[src/rtl/imem_loader.sv]
`timescale 1ns/1ps
// Boot loader: length-prefixed LE byte stream -> 32-bit instruction memory writes; IMEM_LOADER_CHECKSUM_EN adds a trailing checksum byte.
// Latency: memory write strobe 1 cycle after a word's 4th byte; done/coreResetN rise 1 cycle after the FSM enters DONE.
// Backpressure: byteReady is registered from the next state; the write port never stalls the byte stream.
module imem_loader #(
    parameter int XLEN       = 32,
    parameter int ADDR_WIDTH = 10
) (
    input  logic            clk,
    input  logic            rst,
    input  logic            start,
    input  logic [7:0]      byteIn,
    input  logic            byteValid,
    output logic            byteReady,
    output logic            memWriteEnable,
    output logic [XLEN-1:0] memAddr,
    output logic [XLEN-1:0] memWriteData,
    output logic            coreResetN,
    output logic            done,
    output logic            error
);

`ifdef IMEM_LOADER_CHECKSUM_EN
    typedef enum logic [2:0] {IDLE, LEN_LO, LEN_HI, DATA, CHECK, DONE, ERROR} state_t;
`else
    typedef enum logic [2:0] {IDLE, LEN_LO, LEN_HI, DATA, DONE, ERROR} state_t;
`endif

    localparam logic [16:0]         MAX_WORDS = 17'(2 ** ADDR_WIDTH);
    localparam logic [ADDR_WIDTH:0] IDX_ONE   = (ADDR_WIDTH+1)'(1);

    state_t                state;
    state_t                state_nxt;
    logic [15:0]           len_q;
    logic [ADDR_WIDTH:0]   word_idx;
    logic [1:0]            byte_cnt;
    logic [23:0]           word_asm;
`ifdef IMEM_LOADER_CHECKSUM_EN
    logic [7:0]            csum;
`endif

    logic                  xfer;
    logic                  word_done;
    logic                  last_word;
    logic [15:0]           len_new;
    logic                  len_ok;
    logic                  load_clear;
    logic                  ready_nxt;

    assign xfer       = byteValid && byteReady;
    assign word_done  = xfer && (state == DATA) && (byte_cnt == 2'd3);
    assign last_word  = (17'(word_idx) + 17'd1) == {1'b0, len_q};
    assign len_new    = {byteIn, len_q[7:0]};
    assign len_ok     = (len_new != 16'd0) && ({1'b0, len_new} <= MAX_WORDS);
    assign load_clear = start && ((state == IDLE) || (state == DONE) || (state == ERROR));

    always_comb begin
        state_nxt = state;
        case (state)
            IDLE:    if (start) state_nxt = LEN_LO;
            LEN_LO:  if (xfer) state_nxt = LEN_HI;
            LEN_HI:  if (xfer) state_nxt = len_ok ? DATA : ERROR;
            DATA: begin
                if (word_done && last_word) begin
`ifdef IMEM_LOADER_CHECKSUM_EN
                    state_nxt = CHECK;
`else
                    state_nxt = DONE;
`endif
                end
            end
`ifdef IMEM_LOADER_CHECKSUM_EN
            CHECK:   if (xfer) state_nxt = (byteIn == csum) ? DONE : ERROR;
`endif
            DONE:    if (start) state_nxt = LEN_LO;
            ERROR:   if (start) state_nxt = LEN_LO;
            default: state_nxt = IDLE;
        endcase
    end

    always_comb begin
        ready_nxt = 1'b0;
        case (state_nxt)
            LEN_LO, LEN_HI, DATA: ready_nxt = 1'b1;
`ifdef IMEM_LOADER_CHECKSUM_EN
            CHECK:                ready_nxt = 1'b1;
`endif
            default:              ready_nxt = 1'b0;
        endcase
    end

    // Status outputs follow the current state, so a start in DONE/ERROR drops them on the same edge.
    always_ff @(posedge clk or negedge rst) begin
        if (!rst) begin
            state      <= IDLE;
            byteReady  <= 1'b0;
            done       <= 1'b0;
            error      <= 1'b0;
            coreResetN <= 1'b0;
        end else begin
            state      <= state_nxt;
            byteReady  <= ready_nxt;
            done       <= (state == DONE) && !start;
            error      <= (state == ERROR) && !start;
            coreResetN <= (state == DONE) && !start;
        end
    end

    always_ff @(posedge clk or negedge rst) begin
        if (!rst) begin
            memWriteEnable <= 1'b0;
            memAddr        <= '0;
            memWriteData   <= '0;
            len_q          <= '0;
            word_idx       <= '0;
            byte_cnt       <= '0;
            word_asm       <= '0;
        end else begin
            memWriteEnable <= word_done;
            if (word_done) begin
                memAddr      <= XLEN'(word_idx) << 2;
                memWriteData <= XLEN'({byteIn, word_asm});
                word_idx     <= word_idx + IDX_ONE;
            end
            if (load_clear) begin
                len_q    <= '0;
                word_idx <= '0;
                byte_cnt <= '0;
                word_asm <= '0;
            end else if (xfer) begin
                case (state)
                    LEN_LO: len_q[7:0]  <= byteIn;
                    LEN_HI: len_q[15:8] <= byteIn;
                    DATA: begin
                        byte_cnt <= byte_cnt + 2'd1;
                        case (byte_cnt)
                            2'd0:    word_asm[7:0]   <= byteIn;
                            2'd1:    word_asm[15:8]  <= byteIn;
                            2'd2:    word_asm[23:16] <= byteIn;
                            default: word_asm        <= word_asm;
                        endcase
                    end
                    default: ;
                endcase
            end
        end
    end

`ifdef IMEM_LOADER_CHECKSUM_EN
    // Wrapping 8-bit sum over payload bytes only; length bytes are excluded.
    always_ff @(posedge clk or negedge rst) begin
        if (!rst) begin
            csum <= '0;
        end else if (load_clear) begin
            csum <= '0;
        end else if (xfer && (state == DATA)) begin
            csum <= csum + byteIn;
        end
    end
`endif

endmodule
[config.mk]
export PLATFORM = sky130hd
export DESIGN_NAME = imem_loader
export DESIGN_NICKNAME = d
export VERILOG_FILES = /design/src/rtl/imem_loader.sv
export SDC_FILE = /design/constraint.sdc
export NUM_CORES = 1
export LEC_CHECK = 0
export BUFFER_PORTS_ARGS = -buffer_cell sky130_fd_sc_hd__buf_4
export CORE_MARGIN = 1.5
export CORE_UTILIZATION = 50
export CTS_CLUSTER_SIZE = 8
export DETAILED_ROUTE_END_ITERATION = 6
export MAX_ROUTING_LAYER = met4
export PLACE_DENSITY = 0.69
export SETUP_SLACK_MARGIN = 0.15
export SYNTH_ARGS = -nofsm -noshare
export SYNTH_HDL_FRONTEND = slang
export SYNTH_SLANG_ARGS = --single-unit
[constraint.sdc]
create_clock -name clk -period 2.5 [get_ports clk]
set_input_delay 0.125 -clock clk [delete_from_list [all_inputs] [get_ports clk]]
set_output_delay 0.125 -clock clk [all_outputs]
set_load 0.1 [all_outputs]
==> metrics.yaml <==
hold_viol: 0
period_needed_ns: 2.254
grt_pass1_wl_mm: 16.86
seq_power_share: 0.424
antennaDiodeCount: 0
cts_tree: "built"
ys_ff_latch: 103
grt.total_usage: 0.2245
start_kind: "register"
combPwrFrac: 0.402
area_growth_pct: 16.54
die_w_um: 99.32
synth.distinct_cells: 44
seq_area_frac_synth: 0.5557
path_clk_slew_ns: 0.10
detail-route-antenna-nets: 0
final_nets: 577
layout_common_cells: "170 x nand2_1, 101 x dfrtp_1, 70 x buf_4"
rsz0062_at_grt: "yes"
grt_max_degree: 56
fillers: 804
leakagePower_uw: 0.002809
swShare: 0.4567
avgSynthCellArea_sq_um: 9.295
root_buffer: "clkbuf_8"
maxCapViolCount: 0
htreeDepth: 3
worst-endpoint-required_ns: 2.74
wl_per_cell_um: 14.84
arrival_ns: 2.50
layoutNonFillerInstCount: 673
switchingPower_uw: 2558
p_per_area_mw_per_mm2: 1036
grt_pass1_vias: 3418
numCtsBuffers: 9
die_h_um: 99.32
clock_latency_ns: 0.37
io_buffers: 59
tns_ns: 0
crit_fanout: 7
clockBufferDepth: 2
drt-vias-per-instance: 5.230
dp_hpwl_mm: 6.827
min_path_type: "in2reg"
synth_area_leader_cell: "dfrtp_1"
cts.sinks: 103
reg2regPathDepth: 7
timing.fmax_ghz: 0.4436
final.setup_skew_ns: 0.01175
report.final.slew_viol_count: 0
synthCells: 499
io_pins: 81
rows: 34
wl_mm: 9.987
final_common_cell: "nand2_1"
drtIter0Drc: 149
dr.pass1.iters: 4
synth-edff-count: 0
die_area_sq_mm: 0.009863
drive_gt1_frac: 0.1912
vias: 3520
synthFlopType: "dfrtp_1"
status: "finished clean"
place.gp.congestion: 0.8817
setup_viol: 0
crit_type: "reg2reg"
place_worst_setup_slack_ns: 0.1044
whs_path_depth: 3
synth_top_area_share: 0.5557
coreArea_sq_mm: 0.008848
antenna_found_initial: 0
synthArstFlopShare: 1.000
dp_cells: 649
overflow: 0
intPower_uw: 3042
slew_headroom: 0.5703
drc_errors: 0
tightest_slew_ns: 0.6445
timing.final.crit_share: 0.9018
critPathCaptureType: "register"
syn-cell-area_sq_mm: 0.004638
p_clk_frac: 0.174
setup_slack_ns: 0.2456
ir_worst_vdd_uv: 520.5
initial_core_util: 0.5242
synth_area_leaders: "dfrtp_1 56%, nand2_1 14%, o21ai_0 4.2%"
yosysWarnings: 0
-- repair_timing --
item / CTS / global route
pin swaps: 0 / 3
endpoints found under the hold margin: 52 / 0
hold buffers: 5 / 0
buffers inserted: 0 / 3
gates resized for setup: 1 / 10
setup endpoints to repair: 4 / 33
-- per-layer routing --
metal  global-route usage  part of all wire  vias to the layer above
met2               0.3383              0.47                       93
met4              0.05634             0.010                        0
met3              0.05411             0.054                       14
met5                    -                 0                        -
met1               0.3098              0.47                     1705
li1                     -                 -                     1708
-- cells by family after synthesis --
kind of cell,Yosys count,share of synthesized area
other,1,0.0008085
and+or+nand+nor,243,0.2207
adders and majority gates,5,0.01349
buffers and inverters,50,0.05908
AOI/OAI and AO/OA,58,0.07095
xor gates and xnor gates,20,0.03777
muxes,19,0.04154
DFF,103,0.5557
-- worst max-delay path, cell delays in order, from the launching register on --
cell and delay [ns]:
dfrtp_1 0.42, ha_2 0.27, nand2_1 0.11, nor2_2 0.22, xnor2_1 0.11, or4_4 0.55
nor4_4 0.33, a2111oi_0 0.12
-- synthesized netlist by cell type, types with 2 or more instances --
master / instances
o31ai_1: 4
nor2_1: 35
a211oi_1: 2
inv_2: 2
a31oi_1: 2
o21ai_0: 39
inv_1: 2
buf_4: 22
ha_1: 5
mux2_2: 2
and2_1: 3
and3_1: 3
mux2i_1: 17
nand3_1: 8
nor3_1: 4
xor2_1: 9
dfrtp_1: 103
xnor2_1: 11
nand2_1: 170
a21oi_1: 5
clkbuf_1: 21
nand4_1: 4
or4_1: 2
buf_2: 2
nor4_1: 3
-- power groups by stage --
stage                     sequential (uW)  clock, uW  combinational (uW)
final                                2370        973                2250
after global routing                 2430       1070                2410
after CTS                            2370        994                2210
after detailed placement             2400          0                2190
after global placement               2380          0                2150
after floorplan                      3120          0                 972
-- worst paths after layout --
| path | from | endpoint | slack (ns) |
|---|---|---|---|
| max in group asynchronous | rst | word_idx[0] | 1.48 |
| max reg2reg | word_idx[1] | byteReady | 0.25 |
| min in group asynchronous | rst | error | 0.31 |
| min | byteIn[0] | memWriteData[24] | 0.02 |
| min reg2reg | word_asm[18] | memWriteData[18] | 0.48 |
| max | word_idx[1] | byteReady | 0.25 |
-- per-stage QoR --
stage | instance area, sq um | hold WS (ns) | total power (uW) | utilization
finish | 5405 | 0.01952 | 5600 | 0.6109
global route | 5405 | 0.01402 | 5909 | 0.6109
CTS | 5349 | 0.006460 | 5575 | 0.6045
detailed placement | 5110 | 0.2039 | 4591 | 0.5775
global placement | 5110 | 0.1861 | 4531 | 0.5775
floorplan | 4717 | -0.1706 | 4090 | -
-- flip-flops by register name, indices dropped and copies added (netlist names) --
name / count
byte_cnt: 2
error: 1
word_asm: 24
memWriteEnable: 1
memWriteData: 32
word_idx: 11
memAddr: 11
state: 3
len_q: 16
byteReady: 1
done: 1
-- layout make-up --
class                           instances  area (sq um)  share of cell area
Inverter                                4         15.01            0.002778
Tap cell                              108         135.1             0.02500
Clock buffer                           10         127.6             0.02361
Clock inverter                          6         52.55            0.009722
Sequential cell                       103          2582              0.4778
Timing Repair Buffer                   76         586.8              0.1086
Multi-Input combinational cell        366          1906              0.3525
Note: power is estimated with default switching activity, not from simulation.
